`config.mk`:
```
export PLATFORM = sky130hd
export DESIGN_NAME = pipelined_addsub
export DESIGN_NICKNAME = d
export VERILOG_FILES = /design/src/rtl/pipelined_addsub.sv
export SDC_FILE = /design/constraint.sdc
export NUM_CORES = 1
export LEC_CHECK = 0
export ABC_AREA = 1
export CORE_MARGIN = 1.5
export CORE_UTILIZATION = 35
export CTS_BUF_LIST = sky130_fd_sc_hd__clkbuf_4 sky130_fd_sc_hd__clkbuf_8 sky130_fd_sc_hd__clkbuf_16
export CTS_CLUSTER_DIAMETER = 50
export DETAILED_ROUTE_END_ITERATION = 12
export SLEW_MARGIN = 20
export SYNTH_ARGS = -nofsm -noshare
export SYNTH_HDL_FRONTEND = slang
export SYNTH_SLANG_ARGS = --single-unit
```
`constraint.sdc`:
```
create_clock -name i_clk -period 1.9 [get_ports i_clk]
set_input_delay 0.38 -clock i_clk [delete_from_list [all_inputs] [get_ports i_clk]]
set_output_delay 0.38 -clock i_clk [all_outputs]
set_load 0.05 [all_outputs]
```
`src/rtl/pipelined_addsub.sv`:
```
// Pipelined add/subtract with C/V/Z/N flags; the carry chain is cut into STAGES registered segments.
// Define ADDSUB_SAT_EN to clamp overflowing results to signed saturation in the last stage.
module pipelined_addsub #(
    parameter int WIDTH  = 32,
    parameter int STAGES = 4
) (
    input  logic             i_clk,
    input  logic             i_rst_n,
    input  logic             i_flush,
    input  logic             i_valid,
    output logic             o_ready,
    input  logic             i_sub,
    input  logic [WIDTH-1:0] i_a,
    input  logic [WIDTH-1:0] i_b,
    output logic             o_valid,
    input  logic             i_ready,
    output logic [WIDTH-1:0] o_s,
    output logic             o_cout,
    output logic             o_ovf,
    output logic             o_zero,
    output logic             o_neg
);
    // WIDTH must be a multiple of STAGES; each stage resolves one SEG-bit slice of the sum.
    localparam int SEG  = WIDTH / STAGES;
    localparam int LAST = STAGES - 1;

    // Valid/ready: an op transfers in on i_valid & o_ready and out on o_valid & i_ready;
    // the whole pipe advances as one unit whenever the output slot is empty or being taken.
    logic adv;
    assign adv     = !o_valid || i_ready;
    assign o_ready = adv;

    for (genvar k = 0; k < STAGES; k++) begin : g_stage
        localparam int LO = k * SEG;
        localparam int RW = WIDTH - LO;

        // Only the operand bits not yet consumed travel with the op.
        logic [RW-1:0]     a_in;
        logic [RW-1:0]     b_in;
        logic              c_in;
        logic              v_in;
        logic [SEG:0]      sum;
        logic [LO+SEG-1:0] s_out;

        assign sum = {1'b0, a_in[SEG-1:0]} + {1'b0, b_in[SEG-1:0]} + {{SEG{1'b0}}, c_in};

        if (k == 0) begin : g_head
            assign a_in  = i_a;
            assign b_in  = i_sub ? ~i_b : i_b;
            assign c_in  = i_sub;
            assign v_in  = i_valid;
            assign s_out = sum[SEG-1:0];
        end else begin : g_body
            logic [RW-1:0] a_q;
            logic [RW-1:0] b_q;
            logic          c_q;
            logic          v_q;
            logic [LO-1:0] s_q;

            always_ff @(posedge i_clk or negedge i_rst_n) begin
                if (!i_rst_n) begin
                    a_q <= '0;
                    b_q <= '0;
                    c_q <= 1'b0;
                    v_q <= 1'b0;
                    s_q <= '0;
                end else begin
                    if (i_flush) begin
                        v_q <= 1'b0;
                    end else if (adv) begin
                        v_q <= g_stage[k-1].v_in;
                    end
                    if (adv) begin
                        a_q <= g_stage[k-1].a_in[RW+SEG-1:SEG];
                        b_q <= g_stage[k-1].b_in[RW+SEG-1:SEG];
                        c_q <= g_stage[k-1].sum[SEG];
                        s_q <= g_stage[k-1].s_out;
                    end
                end
            end

            assign a_in  = a_q;
            assign b_in  = b_q;
            assign c_in  = c_q;
            assign v_in  = v_q;
            assign s_out = {sum[SEG-1:0], s_q};
        end
    end

    logic [WIDTH-1:0] raw_s;
    logic [WIDTH-1:0] fin_s;
    logic             a_msb;
    logic             b_msb;
    logic             fin_ovf;

    assign raw_s   = g_stage[LAST].s_out;
    assign a_msb   = g_stage[LAST].a_in[SEG-1];
    assign b_msb   = g_stage[LAST].b_in[SEG-1];
    assign fin_ovf = (a_msb ~^ b_msb) & (raw_s[WIDTH-1] ^ a_msb);

`ifdef ADDSUB_SAT_EN
    always_comb begin
        fin_s = raw_s;
        if (fin_ovf) begin
            fin_s = a_msb ? {1'b1, {(WIDTH-1){1'b0}}} : {1'b0, {(WIDTH-1){1'b1}}};
        end
    end
`else
    assign fin_s = raw_s;
`endif

    // Last stage lands directly in the output registers, so latency equals STAGES.
    always_ff @(posedge i_clk or negedge i_rst_n) begin
        if (!i_rst_n) begin
            o_valid <= 1'b0;
            o_s     <= '0;
            o_cout  <= 1'b0;
            o_ovf   <= 1'b0;
            o_zero  <= 1'b0;
            o_neg   <= 1'b0;
        end else begin
            if (i_flush) begin
                o_valid <= 1'b0;
            end else if (adv) begin
                o_valid <= g_stage[LAST].v_in;
            end
            if (adv) begin
                o_s    <= fin_s;
                o_cout <= g_stage[LAST].sum[SEG];
                o_ovf  <= fin_ovf;
                o_zero <= (fin_s == '0);
                o_neg  <= fin_s[WIDTH-1];
            end
        end
    end

endmodule

```
=== Yosys cells after proc, flatten, opt, wreduce, memory -nomap -nowiden ===
Cells that the tools add are included.

* Muxes and demuxes: 9
* Bitwise gates (word level): 4
* Add/sub/neg operators: 8
* Reduce and logical (&&, ||, !) cells: 4

{| class="wikitable"
|+ Operators by type and width
! cell !! number
|-
| adder 8 x 8 -> 9 bit || 4
|-
| adder 9 x 1 -> 9 bit || 4
|-
| logical NOT 32 bit || 1
|-
| 2-to-1 mux 32 bit || 1
|-
| inverter 32 bit || 1
|-
| 2-to-1 mux 1 bit || 8
|-
| nonzero test 2 bit || 1
|-
| bitwise AND 1 bit || 1
|-
| logical NOT 1 bit || 1
|-
| logical OR 1 bit || 1
|-
| bitwise XNOR 1 bit || 1
|-
| bitwise XOR 1 bit || 1
|}

* Register bits after elaboration: 187
* Input port bits: 70
* Word-level logic and storage cells: 46
* Output and inout port bits: 38

=== Depth between registers and ports, before layout ===
* Word-level depth: 4
* Gate-level depth with buffers: 13

=== Least setup slack after synthesis ===
No wires, ideal clock.

* Kind: input-to-reg
* From: in i_sub
* To: reg g_stage[1].g_body.s_q[7]
* Setup slack: -84 ps
* Buffers on the path: 2
* Arrival: 1,866 ps
* Required time: 1,782 ps
* Stages: 12
* Library setup time: 118 ps
* Path through: buf_2 buf_2 xor2_1 ha_1 nand2_1 nand2_1 inv_1 nor2_1 a211oi_1 nand3b_1 nand3_1 nand2_1

* Word-level cells in the longest chain between the ends: 3

{| class="wikitable"
|+ Ends and longest elaborated chain
! what !! RTL line !! text
|-
| start, declared || 12 || <nowiki>input logic i_sub,</nowiki>
|-
| 2-to-1 mux 32 bit || 49 || <nowiki>assign b_in = i_sub ? ~i_b : i_b;</nowiki>
|-
| adder 8 x 8 -> 9 bit || 45 || <nowiki>assign sum = {1'b0, a_in[SEG-1:0]} + {1'b0, b_in[SEG-1:0]} + {{SEG{1'b0}}, c_in};</nowiki>
|-
| adder 9 x 1 -> 9 bit * || 45 ||
|-
| end signal, assigned || 77 || <nowiki>s_q <= g_stage[k-1].s_out;</nowiki>
|-
| end, declared || 58 || <nowiki>logic [LO-1:0] s_q;</nowiki>
|}

Every way passes the cells marked *; elsewhere a longest branch is shown, timed or not.
A chain may end at the register's enable or synchronous reset.

=== Worst setup path in the final report ===
* From: reg g_stage[3].g_body.c_q
* To: reg o_zero

* Word-level cells in the longest chain between the ends: 2

{| class="wikitable"
|+ Ends and longest elaborated chain
! what !! RTL line !! text
|-
| start, declared || 56 || <nowiki>logic c_q;</nowiki>
|-
| start signal, assigned || 76 || <nowiki>c_q <= g_stage[k-1].sum[SEG];</nowiki>
|-
| adder 9 x 1 -> 9 bit || 45 ||
|-
| named net g_stage[3].sum[1] || 42 || <nowiki>logic [SEG:0] sum;</nowiki>
|-
| logical NOT 32 bit || 131 || <nowiki>o_zero <= (fin_s == '0);</nowiki>
|-
| end signal, assigned || 131 ||
|-
| end, declared || 20 || <nowiki>output logic o_zero,</nowiki>
|}

The timed path passes the listed nets, and every way through them passes these cells.

==> impl_metrics.py <==
metrics = {
    "place": {
        "portBuffers": 107,
        "gp_congestion": 0.780,
        "dpl.hpwl_um": 13500,
    },
    "outcome": {
        "status": "complete, but fails checks",
        "violations": "setup timing",
    },
    "sta": {
        "worst_pin_slew_ps": 482,
        "finalCritPeriodShare_pct": 103,
        "fin_ws_ps": -50.3,
        "final_hold_viol_count": 0,
        "max_freq_mhz": 513,
        "relSlewSlack_pct": 68.0,
        "period_needed_ps": 1950,
        "setup-violations-final": 2,
        "rsz0062_at_grt": "true",
        "drv_slew": 0,
        "clock_skew_ps": 9.09,
        "fin_hold_ws_ps": 462,
    },
    "cells_and_area": {
        "syn_to_final_growth_pct": 24.8,
        "nets": 1221,
        "final.fill_count": 2455,
        "drive_above_1_share_pct": 12.3,
        "diodes": 0,
        "layout_common_cells": "nand2_1, dfrtp_1, o21ai_0",
        "layout_commonest_cell": "nand2_1",
    },
    "synth": {
        "synth_top_cell_by_area": "dfrtp_1",
        "synth-warning-count": 0,
        "syn_area_um2": 8730,
        "ys_seq_area_share_pct": 53.3,
        "synth_top_area_share_pct": 53.3,
        "synthesis.nets": 1103,
        "synth_area_leaders": "dfrtp_1, nand2_1, o21ai_0, ha_1, inv_1",
        "ys_ff_latch": 186,
        "synthCells": 998,
        "syn_avg_cell_area_um2": 8.75,
        "ys_types": 31,
    },
    "floorplan": {
        "initial_core_util_pct": 35.8,
        "die-area_um2": 25900,
        "row_count": 57,
        "ios": 108,
        "die_w_um": 161,
        "core_um2": 24400,
        "dieHeight_um": 161,
    },
    "clock_network": {
        "clk_latency_ps": 430,
        "clockBufferDepth": 2,
        "htree_levels": 4,
        "cts_tree": "done",
        "root_buffer": "clkbuf_16",
        "clock_sinks": 186,
        "cts_buffers": 17,
        "clk_pin_slew_ps": 70,
    },
    "power": {
        "fin_total_pwr_w": 0.0121,
        "vdd_drop_max_v": 0.000574,
        "leakage_nw": 5.35,
        "powerDensity_nw_per_um2": 1110,
    },
    "global_route": {
        "antenna_found_initial": 0,
        "grt_pass1_vias": 6357,
        "grt_pass1_wl_um": 31400,
        "track_usage_pct": 15.1,
        "grt_max_degree": 71,
        "globalRouteOverflowTotal": 0,
    },
    "route": {
        "drc_errors": 0,
        "wl_um": 18500,
        "drtIter0Drc": 307,
        "drtAntennaViolNets": 0,
        "routedWlPerCell_um": 12.7,
        "viasPerCell": 4.47,
        "drtPass1Iterations": 4,
        "routed-via-count": 6501,
    },
    "worst_setup_path": {
        "reg2reg_depth": 9,
        "rr_startpoint": "g_stage[3].c_in",
        "crit_path_max_fanout": 2,
        "timing.rr.end": "o_zero",
        "crit_type": "register to register",
        "rrSetupSlack_ps": -50,
        "cp.required_ps": 2270,
        "worstPathArrival_ps": 2320,
        "cp-start-kind": "register",
        "cp-end-kind": "register",
    },
    "min_path": {
        "hold_path_class": "input pin to async pin",
    },
    "run": {
        "max-cap-violations": 0,
    },
}
-- report_power, final --
| part | total, W | internal (W) | leakage [nW] | switching [W] |
|---|---|---|---|---|
| Sequential | 0.00511 | 0.00468 | 2.18 | 0.000435 |
| Combinational | 0.00319 | 0.00116 | 2.86 | 0.00203 |
| Clock | 0.00381 | 0.00227 | 0.313 | 0.00154 |
| Total | 0.0121 | 0.00810 | 5.35 | 0.00400 |
-- cell type report --
cell class / instances / area [um^2] / area share [%]
inverter: 73 / 277 / 2.54
clock buffer: 19 / 447 / 4.10
multi-input combinational: 693 / 3510 / 32.2
clock inverter: 13 / 193 / 1.77
sequential: 186 / 4650 / 42.7
tap: 324 / 405 / 3.72
timing repair buffer: 145 / 1410 / 13.0
-- registers in the layout (all words and copies together), names as in the netlist --
name and cells:
g_stage.a_in 48, g_stage.b_in 48, g_stage.c_in 3, g_stage.g_body.s_q 48
g_stage.g_body.v_q 3, o_cout 1, o_ovf 1, o_s 32
o_valid 1, o_zero 1
-- layer usage --
metal | track usage [%] | vias to the layer above | wire, um
li1 | - | 3385 | -
met1 | 22.2 | 3012 | 9680
met2 | 22.5 | 90 | 8040
met3 | 3.02 | 14 | 548
met4 | 4.55 | 0 | 218
met5 | 0 | - | 0
-- worst max-delay path, stage by stage (launching register included) --
cell,delay [ps]
dfrtp_1,410
fa_2,420
fa_2,450
nor3_2,110
nand2_1,80
nor2_2,70
nand3_1,80
nor2_1,130
nand4_1,90
nand2_1,60
-- cell families (layout without fill, tap and decap cells) --
logic type	Yosys count	in the layout	synth area share, %
AO/OA/AOI/OAI	138	138	8.31
XOR/XNOR	36	36	3.61
adder cells (fa/ha/maj)	35	35	5.62
buffers and inverters	119	250	7.40
flip-flops	186	186	53.3
AND/OR/NAND/NOR	484	484	21.7
-- metrics by stage --
step | utilization, % | instance area (um^2) | cells | setup WS, ps | TNS (ps)
finish | 44.7 | 10900 | 1453 | -50.3 | -51.6
global route | 44.7 | 10900 | 1453 | -194 | -419
CTS | 44.4 | 10800 | 1451 | -46.4 | -46.4
detailed placement | 41.7 | 10200 | 1418 | -198 | -923
global placement | 41.7 | 10200 | 1418 | -145 | -570
floorplan | - | 8750 | 998 | 1.40 | 0
-- cell usage after synthesis (all sizes together) --
| master | number |
|---|---|
| a211oi | 1 |
| a21oi | 23 |
| a31oi | 3 |
| buf | 42 |
| clkbuf | 4 |
| dfrtp | 186 |
| fa | 7 |
| ha | 28 |
| inv | 73 |
| nand2 | 412 |
| nand3 | 27 |
| nand3b | 3 |
| nand4 | 7 |
| nor2 | 29 |
| nor3 | 1 |
| o211ai | 3 |
| o21a | 3 |
| o21ai | 103 |
| o21bai | 1 |
| o31ai | 1 |
| or2 | 5 |
| xnor2 | 12 |
| xor2 | 24 |
-- timing repair --
action	4_1_cts	5_1_grt
gates resized for setup	6	17
pin swaps	0	5
setup buffers	0	2
endpoints found under the setup margin	4	6
hold buffers	1	0
endpoints found under the hold margin	43	0
-- how the worst max path moves through the flow --
stage                             startpoint                  endpoint  slack, ps
after CTS                 g_stage[3].a_in[0]                    o_zero        -50
after global routing         g_stage[3].c_in                    o_zero       -190
after detailed placement              i_b[0]  g_stage[1].g_body.s_q[6]       -200
final                        g_stage[3].c_in                    o_zero        -50
after floorplan           g_stage[3].a_in[0]                    o_zero          1
after global placement                i_b[0]  g_stage[1].g_body.s_q[6]       -150
(Power assumes the default switching activity.)
